`src/rtl/hazard_pkg.sv`:
```
// hazard_pkg: shared types and constants for the hazard stall unit
package hazard_pkg;
  typedef enum logic [1:0] {RUN, MEM_WAIT, ERROR} state_t;
  localparam int REG_ADDR_W = 5;
  localparam logic [REG_ADDR_W-1:0] ZERO_REG = '0;
endpackage

```
`src/rtl/hazard_stall_unit_sat_counter.sv`:
```
// sat_counter: saturating up-counter (clk, rst_n async active-low, inc -> count)
module sat_counter #(
  parameter int WIDTH = 16
) (
  input  logic             clk,
  input  logic             rst_n,
  input  logic             inc,
  output logic [WIDTH-1:0] count
);
  always_ff @(posedge clk or negedge rst_n)
    if (!rst_n) count <= '0;
    else if (inc && !(&count)) count <= count + 1'b1;
endmodule

```
`src/rtl/hazard_stall_unit.sv`:
```
// hazard_stall_unit: load-use/branch/mem-wait stall control with wait timeout; HAZARD_PERF_CNT_EN enables stallCycles/flushCount counters
module hazard_stall_unit
  import hazard_pkg::*;
#(
  parameter int MAX_WAIT = 16,
  parameter int CNT_W    = 16
) (
  input  logic                  clk,
  input  logic                  rst_n,
  input  logic [REG_ADDR_W-1:0] IF_IDrs1,
  input  logic [REG_ADDR_W-1:0] IF_IDrs2,
  input  logic                  IF_IDuseRs1,
  input  logic                  IF_IDuseRs2,
  input  logic                  ID_EXmemRead,
  input  logic [REG_ADDR_W-1:0] ID_EXrd,
  input  logic                  branchTaken,
  input  logic                  EX_MEMmemAccess,
  input  logic                  dmemReady,
  output logic                  PCwrite,
  output logic                  IF_IDwrite,
  output logic                  ID_EXwrite,
  output logic                  EX_MEMwrite,
  output logic                  IF_IDflush,
  output logic                  ID_EXflush,
  output logic                  MEM_WBbubble,
  output logic                  memTimeout,
  output logic [CNT_W-1:0]      stallCycles,
  output logic [CNT_W-1:0]      flushCount
);
  localparam int WW = $clog2(MAX_WAIT);
  state_t state, state_nx;
  logic [WW-1:0] wait_cnt, wait_nx;
  logic load_use, freeze;
  assign load_use = ID_EXmemRead && ID_EXrd != ZERO_REG &&
                    ((IF_IDuseRs1 && IF_IDrs1 == ID_EXrd) || (IF_IDuseRs2 && IF_IDrs2 == ID_EXrd));
  // Once waiting, the access is held in MEM, so only dmemReady decides release.
  assign freeze = state == ERROR || (state == MEM_WAIT ? !dmemReady : EX_MEMmemAccess && !dmemReady);
  assign memTimeout = state == ERROR;
  always_ff @(posedge clk or negedge rst_n)
    if (!rst_n) begin
      state    <= RUN;
      wait_cnt <= '0;
    end else begin
      state    <= state_nx;
      wait_cnt <= wait_nx;
    end
  always_comb begin
    PCwrite      = 1'b1;
    IF_IDwrite   = 1'b1;
    ID_EXwrite   = 1'b1;
    EX_MEMwrite  = 1'b1;
    IF_IDflush   = 1'b0;
    ID_EXflush   = 1'b0;
    MEM_WBbubble = 1'b0;
    state_nx     = state;
    wait_nx      = wait_cnt;
    if (freeze) begin
      PCwrite      = 1'b0;
      IF_IDwrite   = 1'b0;
      ID_EXwrite   = 1'b0;
      EX_MEMwrite  = 1'b0;
      MEM_WBbubble = 1'b1;
      if (state == RUN) begin
        state_nx = MEM_WAIT;
        wait_nx  = WW'(1);
      end else if (state == MEM_WAIT) begin
        wait_nx  = wait_cnt + 1'b1;
        state_nx = wait_cnt == WW'(MAX_WAIT - 1) ? ERROR : MEM_WAIT;
      end
    end else begin
      state_nx = RUN;
      wait_nx  = '0;
      if (branchTaken) begin
        IF_IDflush = 1'b1;
        ID_EXflush = 1'b1;
      end else if (load_use) begin
        PCwrite    = 1'b0;
        IF_IDwrite = 1'b0;
        ID_EXflush = 1'b1;
      end
    end
  end
`ifdef HAZARD_PERF_CNT_EN
  sat_counter #(.WIDTH(CNT_W)) u_stall_cnt (.clk(clk), .rst_n(rst_n), .inc(!PCwrite), .count(stallCycles));
  sat_counter #(.WIDTH(CNT_W)) u_flush_cnt (.clk(clk), .rst_n(rst_n), .inc(IF_IDflush), .count(flushCount));
`else
  assign stallCycles = '0;
  assign flushCount  = '0;
`endif
endmodule

```
`config.mk`:
```
export PLATFORM = sky130hd
export DESIGN_NAME = hazard_stall_unit
export DESIGN_NICKNAME = d
export VERILOG_FILES = /design/src/rtl/hazard_pkg.sv /design/src/rtl/hazard_stall_unit_sat_counter.sv /design/src/rtl/hazard_stall_unit.sv
export SDC_FILE = /design/constraint.sdc
export NUM_CORES = 1
export LEC_CHECK = 0
export CAP_MARGIN = 5
export CORE_MARGIN = 2
export CORE_UTILIZATION = 30
export CTS_BUF_LIST = sky130_fd_sc_hd__clkbuf_8
export DETAILED_ROUTE_END_ITERATION = 10
export PLACE_DENSITY = 0.85
export SLEW_MARGIN = 20
export SYNTH_ARGS = -nofsm -noshare
export SYNTH_HDL_FRONTEND = slang
export SYNTH_HIERARCHICAL = 1
export SYNTH_SLANG_ARGS = --single-unit
```
`constraint.sdc`:
```
create_clock -name clk -period 1.3 [get_ports clk]
set_input_delay 0.13 -clock clk [delete_from_list [all_inputs] [get_ports clk]]
set_output_delay 0.13 -clock clk [all_outputs]
set_load 0.02 [all_outputs]
```
==> qor.yml <==
status: "finished with violations"
violations: "negative setup slack"
synth_area_leaders: "buf_4 33%, dfrtp_1 19%, xnor2_1 12%"
drv_cap: 0
pin_count: 63
grt_overflow: 0
synthesis.instances: 93
fin_crit_sh: 1.155
r2r-start: "state[1]$_DFFE_PN0P_"
critPathCaptureType: "output port"
grt_start_max_net_pins: 9
arrival_ps: 1370
yosys_warnings: 6
grt_use_total: 0.1339
synth-edff-count: 0
diodes: 0
power_frac_comb: 0.444
hpwlAfterDp_um: 1499
yosysSeqAreaShare: 0.1945
drt_pass1_iterations: 3
netlist_area_um2: 772.0
finClkSkew_ps: 1.552
fin_crit_ps: 1502
p_clk_frac: 0.317
finalPower_mw: 0.8437
yosys.area.top_type: "buf_4"
clockRootBuffer: "clkbuf_8"
htreeDepth: 1
cp_max_fo: 3
fmax_ghz: 0.6659
clock-sinks: 6
powerDensity_nw_per_um2: 690.2
worstSkewPairLatency_ps: 220
area_growth_syn_to_layout_pct: 58.35
worstSetupStartpoint: "state[1]$_DFFE_PN0P_"
ys_ff_latch: 6
switching_share: 0.3314
rsz0062_at_grt: "true"
hp-class: "primary input to async pin"
die_area_um2: 2995
num-nets-final: 164
tritoncts.num_buffers: 3
drv_slew: 0
ant_nets: 0
clk_path_buf_depth: 2
vias: 690
drive_above_1_share: 0.3551
layout_setup_ws_ps: -201.7
postPlaceCellArea_um2: 1091
r2r_cells: 5
synth_top_cell_area_share: 0.3306
cts_hold_buf: 0
antenna_found_initial: 0
drcViolationCount: 0
drtIter0Drc: 6
synth-main-ff-cell: "dfrtp_1"
synth_async_sr_flop_share: 1.000
grt_pass1_vias: 663
crit_type: "flip-flop to output port"
routed_wl_um: 1853
wl_per_cell_um: 11.03
p_int_mw: 0.5641
ir_drop_uv: 423.3
clk_pin_slew_ps: 30
synth.avg_cell_area_um2: 8.301
p_leak_nw: 0.5852
fin_area_um2: 1222
seqPwrFrac: 0.238
grt_pass1_wl_um: 2815
dieWidth_um: 54.73
ys_types: 31
routabilityCongestion: 0.8310
start_util: 0.3145
cp-start-kind: "flip-flop"
cts_tree: "built"
port_buffers: 30
worst_r2r_endpoint: "state[0]$_DFFE_PN0P_"
rrSetupSlack_ps: -30
finalHoldViolCount: 0
rows: 18
finalSetupViolations: 9
cp.required_ps: 1170
coreArea_um2: 2455
die_y_um: 54.73
p_switching_mw: 0.2796
viasPerCell: 4.107
[metrics by stage]
stage / setup WS [ps] / hold slack, ps / util / TNS [ps] / instances
detailed placement: -965.6 / 382.4 / 0.4444 / -5166 / 162
global placement: -889.5 / 382.1 / 0.4444 / -4888 / 162
CTS: -194.8 / 149.6 / 0.4867 / -1034 / 168
finish: -201.7 / 144.0 / 0.4980 / -1097 / 168
global route: -243.1 / 158.6 / 0.4980 / -1454 / 168
floorplan: -176.1 / -165.6 / - / -217.9 / 124
[logic make-up (layout without fill, tap and decap cells)]
kind of cell / after synthesis / in the layout / synth area share
AOI/OAI and AO/OA: 15 / 15 / 0.1459
xor gates and xnor gates: 12 / 12 / 0.1361
adders and majority gates: 1 / 1 / 0.01620
buffers and inverters: 37 / 51 / 0.3468
DFF: 6 / 6 / 0.1945
muxes: 1 / 1 / 0.01459
other: 1 / 32 / 0.004858
and+or+nand+nor: 20 / 20 / 0.1410
[worst max-delay path, cell delays in order (launching register included)]
cell and delay (ps):
dfrtp_2 410, nor2b_4 150, o21bai_4 80, and3_2 230, a21o_1 160, buf_6 130
[area by class of cell]
type,count,area [um^2]
clock buffer,3,41.29
fill,221,1232
inverter,2,12.51
multi-input combinational,81,563.0
sequential,6,151.4
tap,30,37.54
timing repair buffer,46,416.7
[sequential cells by signal (all words and copies together) (netlist names)]
name,flops
wait_cnt,4
state,2
[layout by cell type (no fill, tap or decap), drive strengths merged, types with 2 or more instances in the layout]
| cell | instances |
|---|---|
| inv | 2 |
| nand2b | 3 |
| a22o | 2 |
| nand4 | 2 |
| o22ai | 2 |
| clkdlybuf4s50 | 13 |
| xnor2 | 11 |
| nand3 | 2 |
| conb | 32 |
| clkbuf | 3 |
| dlygate4sd2 | 6 |
| buf | 26 |
| nor2 | 6 |
| a21oi | 2 |
| nand2 | 2 |
| dfrtp | 6 |
[worst max path at each step]
stage            endpoint  slack (ps)  cells past startpoint
2_1_floorplan     PCwrite        -180                      6
3_3_place_gp   IF_IDwrite        -890                      6
3_5_place_dp   IF_IDwrite        -970                      6
4_1_cts        IF_IDwrite        -190                      6
5_1_grt           PCwrite        -240                      6
6_report       ID_EXflush        -200                      5
[per-layer routing]
metal | global-route usage | wire length [um] | part of all wire | up-vias
li1 | - | - | - | 341
met1 | 0.1291 | 631 | 0.34 | 316
met2 | 0.2718 | 1099 | 0.59 | 29
met3 | 0.02459 | 98 | 0.053 | 4
met4 | 0.05000 | 25 | 0.013 | 0
met5 | 0 | 0 | 0 | -
[power groups by stage]
stage | combinational [mW] | sequential (mW) | clock [mW]
2_1_floorplan | 0.265 | 0.204 | 0
3_3_place_gp | 0.336 | 0.200 | 0
3_5_place_dp | 0.345 | 0.201 | 0
4_1_cts | 0.365 | 0.199 | 0.276
5_1_grt | 0.403 | 0.202 | 0.285
6_report | 0.375 | 0.201 | 0.268
[synthesized netlist by cell type, drive strengths merged, types with 2 or more instances]
library cell,number
buf,35
xnor2,11
dfrtp,6
nor2,6
nand2b,3
a21oi,2
a22o,2
inv,2
nand2,2
nand3,2
nand4,2
o22ai,2
[timing repair]
action                     in CTS  in global routing
pin swaps                      15                  5
setup endpoints to repair       9                 11
setup buffers                   3                  0
resized for setup              75                  5
cloned                          0                  0
No activity file was read; power rests on OpenSTA's default activity.
